**config.mk**
```make
export PLATFORM = sky130hd
export DESIGN_NAME = pe_row_systolic
export DESIGN_NICKNAME = d
export VERILOG_FILES = /design/src/rtl/pe_pkg.sv /design/src/rtl/pe_cell.sv /design/src/rtl/pe_row_systolic.sv
export SDC_FILE = /design/constraint.sdc
export NUM_CORES = 1
export LEC_CHECK = 0
export ABC_AREA = 1
export CORE_MARGIN = 4
export CORE_UTILIZATION = 50
export DETAILED_ROUTE_END_ITERATION = 7
export PLACE_DENSITY = 0.69
export SYNTH_ARGS = -nofsm -noshare
export SYNTH_HDL_FRONTEND = slang
export SYNTH_SLANG_ARGS = --single-unit
```
**constraint.sdc**
```tcl
create_clock -name clk -period 8.5 [get_ports clk]
set_input_delay 1.275 -clock clk [delete_from_list [all_inputs] [get_ports clk]]
set_output_delay 1.275 -clock clk [all_outputs]
set_load 0.005 [all_outputs]
```
**src/rtl/pe_pkg.sv**
```systemverilog
// Shared definitions for the weight-stationary systolic PE row.
//   pe_state_t / ST_*   : 2-bit FSM state encoding (IDLE, LOAD, RUN)
//   acc_width()         : internal accumulator width so that no product or
//                         partial sum can overflow
//   fmt_result()        : maps an accumulator value onto the output width,
//                         either clamping (sat_en=1) or wrapping (sat_en=0)
package pe_pkg;

  typedef logic [1:0] pe_state_t;

  localparam pe_state_t ST_IDLE = 2'd0;
  localparam pe_state_t ST_LOAD = 2'd1;
  localparam pe_state_t ST_RUN  = 2'd2;

  function automatic int acc_width(input int data_w, input int weight_w,
                                   input int num_taps);
    return data_w + weight_w + $clog2(num_taps);
  endfunction

  // Works on a 64-bit container; the caller narrows the result to out_w bits.
  function automatic logic [63:0] fmt_result(input logic [63:0] acc,
                                             input int out_w,
                                             input logic sat_en);
    logic [63:0] max_v;
    max_v = (64'd1 << out_w) - 64'd1;
    if (sat_en && (acc > max_v)) begin
      return max_v;
    end
    return acc & max_v;
  endfunction

endpackage

```
**src/rtl/pe_cell.sv**
```systemverilog
// One tap of the transposed-form row.
//   w_q  : stationary weight, written when w_we is high, cleared only by reset
//   r_out: pipeline register holding w*x + r_in, loaded when en is high,
//          cleared by reset or clr (pipeline flush on reconfiguration)
// Ports:
//   clk, rstn (sync, active-low), w_we, w_in, en, clr, x, r_in, r_out
module pe_cell
  import pe_pkg::*;
#(
  parameter int DATA_WIDTH   = 8,
  parameter int WEIGHT_WIDTH = 4,
  parameter int ACC_W        = 14
) (
  input  logic                    clk,
  input  logic                    rstn,
  input  logic                    w_we,
  input  logic [WEIGHT_WIDTH-1:0] w_in,
  input  logic                    en,
  input  logic                    clr,
  input  logic [DATA_WIDTH-1:0]   x,
  input  logic [ACC_W-1:0]        r_in,
  output logic [ACC_W-1:0]        r_out
);

  logic [WEIGHT_WIDTH-1:0] w_q;
  logic [ACC_W-1:0]        prod;
  logic [ACC_W-1:0]        sum;

  always_ff @(posedge clk) begin
    if (!rstn) begin
      w_q <= '0;
    end else if (w_we) begin
      w_q <= w_in;
    end
  end

  // Operands are widened first so the multiply and add happen at ACC_W bits.
  always_comb begin
    prod = ACC_W'(w_q) * ACC_W'(x);
    sum  = prod + r_in;
  end

  always_ff @(posedge clk) begin
    if (!rstn) begin
      r_out <= '0;
    end else if (clr) begin
      r_out <= '0;
    end else if (en) begin
      r_out <= sum;
    end
  end

endmodule

```
**src/rtl/pe_row_systolic.sv**
```systemverilog
// Weight-stationary row of NUM_TAPS PEs in transposed (systolic) form,
// computing y[n] = sum_k w[k]*x[n-k].
// Weights are loaded serially after a cfg_load pulse; pixels and results
// stream through valid/ready handshakes.
//
// Handshake rule for every channel: a beat transfers on a rising clk edge
// where both valid and ready are high; a producer keeps valid and data
// stable until the transfer happens.
//
// Ports:
//   clk, rstn          clock, synchronous active-low reset
//   cfg_load           pulse: go to LOAD, restart weight index, flush pipeline
//   w_valid/w_ready/w_data    weight beats (w_ready high only in LOAD)
//   in_valid/in_ready/in_data pixel stream (accepted only in RUN)
//   out_valid/out_ready/out_data result stream
//   running            high while in RUN
//
// Build option: define PE_ROW_SATURATE_EN to clamp results to
// 2**OUT_WIDTH-1; otherwise the low OUT_WIDTH bits are kept.
module pe_row_systolic
  import pe_pkg::*;
#(
  parameter int DATA_WIDTH   = 8,
  parameter int WEIGHT_WIDTH = 4,
  parameter int NUM_TAPS     = 3,
  parameter int OUT_WIDTH    = 12
) (
  input  logic                    clk,
  input  logic                    rstn,
  input  logic                    cfg_load,
  input  logic                    w_valid,
  output logic                    w_ready,
  input  logic [WEIGHT_WIDTH-1:0] w_data,
  input  logic                    in_valid,
  output logic                    in_ready,
  input  logic [DATA_WIDTH-1:0]   in_data,
  output logic                    out_valid,
  input  logic                    out_ready,
  output logic [OUT_WIDTH-1:0]    out_data,
  output logic                    running
);

  localparam int ACC_W = acc_width(DATA_WIDTH, WEIGHT_WIDTH, NUM_TAPS);
  localparam int IDX_W = $clog2(NUM_TAPS);
  localparam logic [IDX_W-1:0] LAST_IDX = IDX_W'(NUM_TAPS - 1);

`ifdef PE_ROW_SATURATE_EN
  localparam logic SAT_EN = 1'b1;
`else
  localparam logic SAT_EN = 1'b0;
`endif

  pe_state_t        state;
  logic [IDX_W-1:0] widx;
  logic [IDX_W-1:0] warm;
  logic             w_accept;
  logic             adv;

  // r_chain[k] is the pipe register of tap k; the last entry is the constant
  // zero fed into the far end of the row.
  logic [ACC_W-1:0] r_chain [NUM_TAPS+1];

  assign w_ready  = (state == ST_LOAD);
  assign running  = (state == ST_RUN);
  // cfg_load takes priority over any beat presented in the same cycle.
  assign w_accept = w_valid & w_ready & ~cfg_load;
  assign in_ready = running & ~cfg_load & (~out_valid | out_ready);
  assign adv      = in_valid & in_ready;

  assign r_chain[NUM_TAPS] = '0;

  genvar k;
  generate
    for (k = 0; k < NUM_TAPS; k++) begin : g_tap
      pe_cell #(
        .DATA_WIDTH  (DATA_WIDTH),
        .WEIGHT_WIDTH(WEIGHT_WIDTH),
        .ACC_W       (ACC_W)
      ) u_cell (
        .clk  (clk),
        .rstn (rstn),
        .w_we (w_accept && (widx == IDX_W'(k))),
        .w_in (w_data),
        .en   (adv),
        .clr  (cfg_load),
        .x    (in_data),
        .r_in (r_chain[k+1]),
        .r_out(r_chain[k])
      );
    end
  endgenerate

  // Tap 0's register is the output register: it only changes on adv, so the
  // result stays stable while the downstream stalls.
  assign out_data = OUT_WIDTH'(fmt_result(64'(r_chain[0]), OUT_WIDTH, SAT_EN));

  always_ff @(posedge clk) begin
    if (!rstn) begin
      state     <= ST_IDLE;
      widx      <= '0;
      warm      <= '0;
      out_valid <= 1'b0;
    end else if (cfg_load) begin
      state     <= ST_LOAD;
      widx      <= '0;
      warm      <= '0;
      out_valid <= 1'b0;
    end else begin
      case (state)
        ST_LOAD: begin
          if (w_accept) begin
            if (widx == LAST_IDX) begin
              widx  <= '0;
              state <= ST_RUN;
            end else begin
              widx <= widx + IDX_W'(1);
            end
          end
        end
        ST_RUN: begin
          if (adv) begin
            // The first NUM_TAPS-1 pixels only prime the pipe.
            out_valid <= (warm == LAST_IDX);
            if (warm != LAST_IDX) begin
              warm <= warm + IDX_W'(1);
            end
          end else if (out_ready) begin
            out_valid <= 1'b0;
          end
        end
        default: begin
          state <= ST_IDLE;
        end
      endcase
    end
  end

endmodule

```
### After elaboration in Yosys (flattened, before gate mapping)

Index checks and enable logic that the tools add are counted.

* add/subtract/negate cells: 4
* multipliers: 3
* equality and inequality tests: 11
* mux-type cells: 7
* bitwise gates (word level): 10
* reduce and logical (&&, ||, !) cells: 11

Operators with widths (number)
* $mul A4 B8 Y12: 3
* $add A12 B12 Y12: 2
* $reduce_and A3 Y1: 3
* $eq A2 B2 Y1 const B: 3
* $mux W2: 3
* $ne A3 B2 Y1 const B: 2
* $and A1 B1 Y1: 5
* $add A2 B1 Y2 const B: 2
* $eq A2 B1 Y1 const B: 2
* $ne A2 B1 Y1 const B: 2
* $ne A2 B2 Y1 const B: 2
* $not A1 Y1: 4
* $pmux W2 S2: 1
* $reduce_and A2 Y1: 2
* $logic_and A1 B1 Y1: 3
* $mux W1: 3
* $logic_not A2 Y1: 1
* $reduce_bool A2 Y1: 1
* $reduce_or A2 Y1: 1
* $or A1 B1 Y1: 1

* register bits: 55
* input bits: 18
* output and inout bits: 16
* logic and storage cells: 57

### Depth between registers and ports, before layout

Gate-level depths: netlist (run 1).

* depth in word-level cells: 6
* mapped depth: 19
* depth with buffers taken out: 18

### Modules after synthesis

A second synthesis (run 1) with hierarchy kept.

* cells, all modules: 1160
* area total of the unflattened synthesis: 7319.5 um2

By module, submodules not included
* pe_cell (g_tap[2].u_cell): times used 1, cells each 367, area an instance 2316.0 um2, sequential area each 360.3 um2
* pe_cell (g_tap[0].u_cell): times used 1, cells each 367, area an instance 2313.5 um2, sequential area each 360.3 um2
* pe_cell (g_tap[1].u_cell): times used 1, cells each 367, area an instance 2308.5 um2, sequential area each 360.3 um2
* pe_row_systolic: times used 1, cells each 59, area an instance 381.6 um2, sequential area each 140.1 um2

### Worst setup path after synthesis (run 1)

OpenSTA, ideal clock, no wires.

* kind: input -> register
* from: in in_data[4]
* to: reg g_tap[1].u_cell.r_out[9]
* setup time: 109 ps
* arrival: 4243 ps
* data required time: 8391 ps
* setup slack: 4148 ps
* cell stages on the path: 17
* path buffers: 1
* path through: clkbuf_1 > nand2_1 > inv_1 > fa_1 > fa_1 > inv_1 > fa_1 > inv_1 > ha_1 > a21oi_1 > nor2_1 > nor2_1 > nand2_1 > nand2_1 > nand3_1 > nand2_1 > inv_1

* cells in the longest elaborated chain, start to end: 2

RTL lines
* start, declared: RTL line pe_row_systolic.sv:36 `input logic [DATA_WIDTH-1:0] in_data,`
* $mul A4 B8 Y12: RTL line pe_cell.sv:39 `prod = ACC_W'(w_q) * ACC_W'(x);`
* $add A12 B12 Y12: RTL line pe_cell.sv:40 `sum = prod + r_in;`
* end signal, assigned: RTL line pe_cell.sv:49 `r_out <= sum;`
* end, declared: RTL line pe_cell.sv:22 `output logic [ACC_W-1:0] r_out`

No other way between the ends.
A chain may end at the register's enable or synchronous reset.

### Worst setup path in the final report (run 1)

* from: in in_data[3]
* to: reg g_tap[1].u_cell.r_out[9]

Same word-level chain as after synthesis.

==> impl_metrics.yaml, run 1 <==
worst_setup_path:
  startpoint_type: "primary input"
  critPathKind: "in2reg"
  crit_arrival_ps: 5010
  cp_max_fo: 12
  critPathRequiredTime_ps: 8710
  timing.reg2reg.worst_path_depth: 16
  endpoint_kind: "register"
cells_and_area:
  synthToLayoutAreaGrowth_pct: 8.26
  final_nets: 1055
  diode_insertion_count_for_antenna_repair: 0
  drive_above_1_share_pct: 2.05
  finish.utilization_pct: 56.4
global_route:
  first_pass_grt_wire_length_um: 23900
  vias_in_the_first_global_route: 5095
  met1_track_utilization_from_global_routing_pct: 28.9
  grt-ovfl-total: 0
  overall_global_routing_usage_pct: 20.7
  global_route.usage.met2_pct: 32.9
  grt_start_max_net_pins: 45
  grtUsageMet3_pct: 3.65
  grt_antenna_before_repair: 0
  top_usage_layer: "met2"
clock_tree:
  cts_num_sinks: 55
  cts_hold_buf: 0
  clk_path_buf_depth: 2
  cts_tree: "yes"
  cts.repair_timing.setup_buffer_count: 0
  insertion_delay_ps: 310
  cts.clk_slew.worst_paths_ps: 80
  cts_root_buf: "sky130_fd_sc_hd__clkbuf_16"
  cts.htree.levels: 2
  total_clock_buffers_created_by_cts: 5
  resized_gates_after_cts: 0
logic_synthesis:
  avgSynthCellArea_sq_um: 6.57
  postSynth.asyncResetShare_pct: 0
  synth_warnings: 0
  ys_ff_latch: 55
  synthDominantAreaCellType: "sky130_fd_sc_hd__dfxtp_1"
  synth-edff-count: 0
  netlist.area_leader.share_pct: 18.2
  postSynthCellCount: 920
  post_synth_most_frequent_cells: "253 x sky130_fd_sc_hd__inv_1, 235 x sky130_fd_sc_hd__nand2_1, 63 x sky130_fd_sc_hd__nand3_1"
  synthDistinctLibCells: 28
  yosys.cell_count.top_type: "sky130_fd_sc_hd__inv_1"
  ys_seq_area_share_pct: 18.2
  synth.cell_area_sq_mm: 0.00605
  synth.area.top_cells: "sky130_fd_sc_hd__dfxtp_1 18%, sky130_fd_sc_hd__fa_1 18%, sky130_fd_sc_hd__inv_1 16%, sky130_fd_sc_hd__nand2_1 15%, sky130_fd_sc_hd__ha_1 11%"
  synthesis.nets: 1047
  yosys_most_used_dff: "sky130_fd_sc_hd__dfxtp_1"
drt:
  post_drt_via_cell_ratio: 4.85
  antenna_violating_nets_post_route: 0
  total_routed_wirelength_um: 13200
  route.vias.total: 5201
  remaining_drc_errors: 0
  initialDrtViolationCount: 316
  drtPass1Iterations: 4
  wl_per_cell_um: 12.3
sta:
  final_max_slew_viol_count: 0
  clock.fmax_mhz: 208
  totalNegativeSetupSlack_ps: 0
  setup_ws_ps: 3700
  final_hold_viol_count: 0
  fin_worst_skew_ps: 5.87
  finalSetupViolCount: 0
  tightest_slew_ps: 894
  setup_repair_after_global_routing_missed_its_margin: "no"
  min_period_ps: 4800
  slew-limit-headroom_pct: 40.3
  final.period_utilization_pct: 56.5
placement:
  finalWeightedCongestion: 0.878
  hpwl_um: 10300
  dpl_worst_slack_ps: 3390
  port_buffers: 33
min_path:
  min_path_cells: 2
  hold_class: "reg2reg"
power_and_ir_drop:
  report.power.total_mw: 0.519
  power_per_cell_area_mw_per_mm2: 79.3
  p_leak_nw: 3.85
  ir_drop_mv: 0.125
die:
  die_x_um: 118
  core.rowCount: 39
  floorplan.core_area_sq_mm: 0.0116
  die_span_in_y_um: 118
  initial_utilization_pct: 52.1
  design.die.area_sq_mm: 0.0139
  boundaryPins: 34
status:
  result_of_the_run: "finished, final reports clean"
job:
  max_cap_violations: 0
[registers in the layout, indices dropped and copies added (netlist names)]
name and flops:
g_tap.u_cell.w_q 12, g_tap.u_cell.r_out 36, state 2, warm 2, widx 2, out_valid 1
[where the power goes]
part	switching, mW	leakage [nW]	total [mW]	internal [mW]
sequential	0.00185	0.443	0.260	0.258
clock	0.106	0.0740	0.216	0.110
combinational	0.0275	3.33	0.0430	0.0155
total	0.135	3.85	0.519	0.384
[worst max-delay path, cell delays in order]
cell,delay [ps]
sky130_fd_sc_hd__clkdlybuf4s50_1,700
sky130_fd_sc_hd__nand2_1,180
sky130_fd_sc_hd__inv_1,70
sky130_fd_sc_hd__fa_1,500
sky130_fd_sc_hd__fa_1,540
sky130_fd_sc_hd__inv_1,50
sky130_fd_sc_hd__fa_1,520
sky130_fd_sc_hd__inv_1,40
sky130_fd_sc_hd__ha_1,350
sky130_fd_sc_hd__a21oi_1,290
sky130_fd_sc_hd__nor2_1,70
sky130_fd_sc_hd__nor2_1,120
sky130_fd_sc_hd__nand2_1,60
sky130_fd_sc_hd__nand2_1,60
sky130_fd_sc_hd__nand3_1,60
sky130_fd_sc_hd__nand2_1,90
sky130_fd_sc_hd__inv_1,40
[metal layers]
metal / vias to the layer above / routed length, um
met5: - / 0
met4: 0 / 233
met3: 14 / 734
met2: 95 / 5730
met1: 2362 / 6490
li1: 2730 / -
[cells by family (layout without fill, tap and decap cells)]
logic type | count (synthesis) | count (layout) | share of synthesized area (%)
buffers and inverters | 288 | 297 | 18.5
and+or+nand+nor | 375 | 375 | 25.5
adders and majority gates | 109 | 109 | 29.3
AOI/OAI and AO/OA | 84 | 84 | 7.20
DFF | 55 | 55 | 18.2
xor gates and xnor gates | 9 | 9 | 1.30
[final cells by class]
class | instances | area (sq um)
clock inverter | 3 | 18.8
timing repair buffer | 33 | 330
multi-input combinational | 577 | 3830
inverter | 256 | 963
tap | 143 | 179
clock buffer | 5 | 125
sequential | 55 | 1100
fill | 1180 | 5070
[placed cells by master, fill, tap and decap left out, types with 2 or more instances in the layout]
cell type	n
sky130_fd_sc_hd__a21o_1	5
sky130_fd_sc_hd__a21oi_1	54
sky130_fd_sc_hd__clkbuf_16	5
sky130_fd_sc_hd__clkdlybuf4s50_1	33
sky130_fd_sc_hd__clkinv_2	2
sky130_fd_sc_hd__dfxtp_1	55
sky130_fd_sc_hd__fa_1	54
sky130_fd_sc_hd__ha_1	55
sky130_fd_sc_hd__inv_1	253
sky130_fd_sc_hd__nand2_1	235
sky130_fd_sc_hd__nand2_2	2
sky130_fd_sc_hd__nand3_1	63
sky130_fd_sc_hd__nand4_1	7
sky130_fd_sc_hd__nor2_1	61
sky130_fd_sc_hd__nor2_2	3
sky130_fd_sc_hd__o21ai_0	23
sky130_fd_sc_hd__xnor2_1	2
sky130_fd_sc_hd__xor2_1	7
[worst paths after layout]
kind,start,end,slack (ps)
min,g_tap[0].u_cell.r_out[3]$_SDFFE_PP0P_,g_tap[0].u_cell.r_out[3]$_SDFFE_PP0P_,480
min reg2reg,g_tap[0].u_cell.r_out[3]$_SDFFE_PP0P_,g_tap[0].u_cell.r_out[3]$_SDFFE_PP0P_,480
max reg2reg,g_tap[1].u_cell.w_q[1]$_SDFFE_PN0P_,g_tap[1].u_cell.r_out[9]$_SDFFE_PP0P_,4960
max,in_data[3],g_tap[1].u_cell.r_out[9]$_SDFFE_PP0P_,3700
[stage by stage]
stage | hold slack [ps] | instance area [sq um] | instances
finish | 482 | 6550 | 1072
floorplan | 447 | 6050 | 920
detailed placement | 470 | 6400 | 1064
CTS | 489 | 6550 | 1072
global placement | 464 | 6400 | 1064
global route | 507 | 6550 | 1072
Note: power is estimated with default switching activity, not from simulation.
==> run 2, diff against run 1 <==
--- a/config.mk
+++ b/config.mk
@@ -9,7 +9,7 @@
 export CORE_MARGIN = 4
 export CORE_UTILIZATION = 50
 export DETAILED_ROUTE_END_ITERATION = 7
-export PLACE_DENSITY = 0.69
+export PLACE_DENSITY = 0.71
 export SYNTH_ARGS = -nofsm -noshare
 export SYNTH_HDL_FRONTEND = slang
 export SYNTH_SLANG_ARGS = --single-unit
==> constraint.sdc (replaced) <==
create_clock -name clk -period 4.01 [get_ports clk]
set_input_delay 0.6015 -clock clk [delete_from_list [all_inputs] [get_ports clk]]
set_output_delay 0.6015 -clock clk [all_outputs]
set_load 0.005 [all_outputs]
==> impl_metrics.yaml, run 2 (synthesis results as in run 1) <==
drt:
  antenna_violating_nets_post_route: 0
  route.vias.total: 5399
  initialDrtViolationCount: 353
  wl_per_cell_um: 12.0
  post_drt_via_cell_ratio: 4.85
  drtPass1Iterations: 5
  remaining_drc_errors: 0
  total_routed_wirelength_um: 13400
placement:
  dpl-instance-area_sq_mm: 0.00671
  placed_cells: 1105
  hpwl_um: 10700
  finalWeightedCongestion: 0.891
  port_buffers: 33
  dpl_worst_slack_ps: -214
sta:
  final_hold_viol_count: 0
  setup_ws_ps: 219
  setup_repair_after_global_routing_missed_its_margin: "yes"
  final_max_slew_viol_count: 0
  tightest_slew_ps: 844
  finalSetupViolCount: 0
  final.period_utilization_pct: 94.5
  slew-limit-headroom_pct: 43.7
  clock.fmax_mhz: 264
  totalNegativeSetupSlack_ps: 0
  fin_worst_skew_ps: 8.34
  min_period_ps: 3790
cells_and_area:
  diode_insertion_count_for_antenna_repair: 0
  layout.cells.most_common: "sky130_fd_sc_hd__inv_1"
  top_register: "g_tap.u_cell.r_out"
  finish.instance_area_sq_mm: 0.00691
  fin_cells: 1113
  layout.cells.most_common_list: "253 x sky130_fd_sc_hd__inv_1, 235 x sky130_fd_sc_hd__nand2_1, 62 x sky130_fd_sc_hd__nor2_1"
  final_nets: 1096
  largest_reg_flops: 36
  drive_above_1_share_pct: 6.60
  synthToLayoutAreaGrowth_pct: 14.3
  largestRegisters: "g_tap.u_cell.r_out x36, g_tap.u_cell.w_q x12"
die:
  boundaryPins: 34
  floorplan.core_area_sq_mm: 0.0116
  die_span_in_y_um: 118
  design.die.area_sq_mm: 0.0139
  initial_utilization_pct: 52.1
  core.rowCount: 39
  die_x_um: 118
clock_tree:
  cts_root_buf: "sky130_fd_sc_hd__clkbuf_16"
  cts.clk_slew.worst_paths_ps: 80
  clk_path_buf_depth: 2
  insertion_delay_ps: 310
  cts.htree.levels: 2
  total_clock_buffers_created_by_cts: 5
  cts_num_sinks: 55
  cts_tree: "yes"
global_route:
  grt-ovfl-total: 0
  vias_in_the_first_global_route: 5270
  first_pass_grt_wire_length_um: 24400
  grt_start_max_net_pins: 45
  grt_antenna_before_repair: 0
  overall_global_routing_usage_pct: 21.1
worst_setup_path:
  critPathKind: "in2reg"
  endpoint_kind: "register"
  critPathRequiredTime_ps: 4220
  crit_arrival_ps: 4000
  cp_max_fo: 6
  startpoint_type: "primary input"
power_and_ir_drop:
  ir_drop_mv: 0.166
  power_per_cell_area_mw_per_mm2: 173
  p_leak_nw: 4.09
  report.power.total_mw: 1.19
min_path:
  hold_class: "reg2reg"
job:
  max_cap_violations: 0
status:
  result_of_the_run: "finished, final reports clean"
run 2: cell types whose count changed in the layout (fill, tap and decap cells not counted), sizes merged:
cell	before	now
dlymetal6s2s	0	3
clkdlybuf4s50	33	30
clkinv	3	1
bufinv	0	1
clkinvlp	0	1
buf	0	41
run 2: critical path, cell delays in order:
cell and delay (ps):
sky130_fd_sc_hd__clkdlybuf4s50_1 550, sky130_fd_sc_hd__buf_4 190, sky130_fd_sc_hd__nand2_1 70, sky130_fd_sc_hd__fa_1 480, sky130_fd_sc_hd__fa_1 520, sky130_fd_sc_hd__fa_1 540
sky130_fd_sc_hd__inv_1 40, sky130_fd_sc_hd__ha_2 360, sky130_fd_sc_hd__nand2_1 80, sky130_fd_sc_hd__nand3_1 130, sky130_fd_sc_hd__nand3_1 130, sky130_fd_sc_hd__nand3_1 110
sky130_fd_sc_hd__nand3_1 80, sky130_fd_sc_hd__nand2_1 90, sky130_fd_sc_hd__inv_1 40
run 2: per-layer routing:
metal	GRT usage, %	vias to the layer above	part of all wire [%]
met5	0	-	0
met4	4.76	0	1.5
met3	3.08	16	4.6
met2	34.3	104	44
met1	29.9	2474	50
li1	-	2805	-
run 2: worst paths after layout:
check / start / to / slack, ps / cells past startpoint
worst max-delay path: in_data[2] / g_tap[1].u_cell.r_out[9]$_SDFFE_PP0P_ / 220 / 15
worst min-delay path: g_tap[2].u_cell.r_out[0]$_SDFFE_PP0P_ / g_tap[2].u_cell.r_out[0]$_SDFFE_PP0P_ / 480 / 2
worst max register to register: g_tap[1].u_cell.w_q[2]$_SDFFE_PN0P_ / g_tap[1].u_cell.r_out[9]$_SDFFE_PP0P_ / 490 / 16
worst min register to register: g_tap[2].u_cell.r_out[0]$_SDFFE_PP0P_ / g_tap[2].u_cell.r_out[0]$_SDFFE_PP0P_ / 480 / 2
run 2: repair_timing:
item / 4_1_cts / 5_1_grt
endpoints found under the setup margin: 0 / 14
resized for setup: 0 / 9
setup buffers: 0 / 0
hold buffers: 0 / 0
run 2: layout make-up:
type	count	area (sq um)
fill	1137	4700
multi-input combinational	577	3850
sequential	55	1100
inverter	256	963
timing repair buffer	74	646
tap	143	179
clock buffer	5	125
clock inverter	3	46.3
run 2: per-stage QoR:
| step | hold WS, ps | utilization, % |
|---|---|---|
| 3_5_place_dp | 470 | 57.8 |
| 6_report | 483 | 59.5 |
| 4_1_cts | 483 | 59.2 |
| 5_1_grt | 514 | 59.5 |
| 3_3_place_gp | 460 | 57.8 |
| 2_1_floorplan | 447 | - |
run 2: where the power goes:
group	leakage, nW	internal, mW	switching (mW)
combinational	3.57	0.0483	0.0623
clock	0.0804	0.298	0.233
sequential	0.443	0.548	0.00371
total	4.09	0.894	0.299
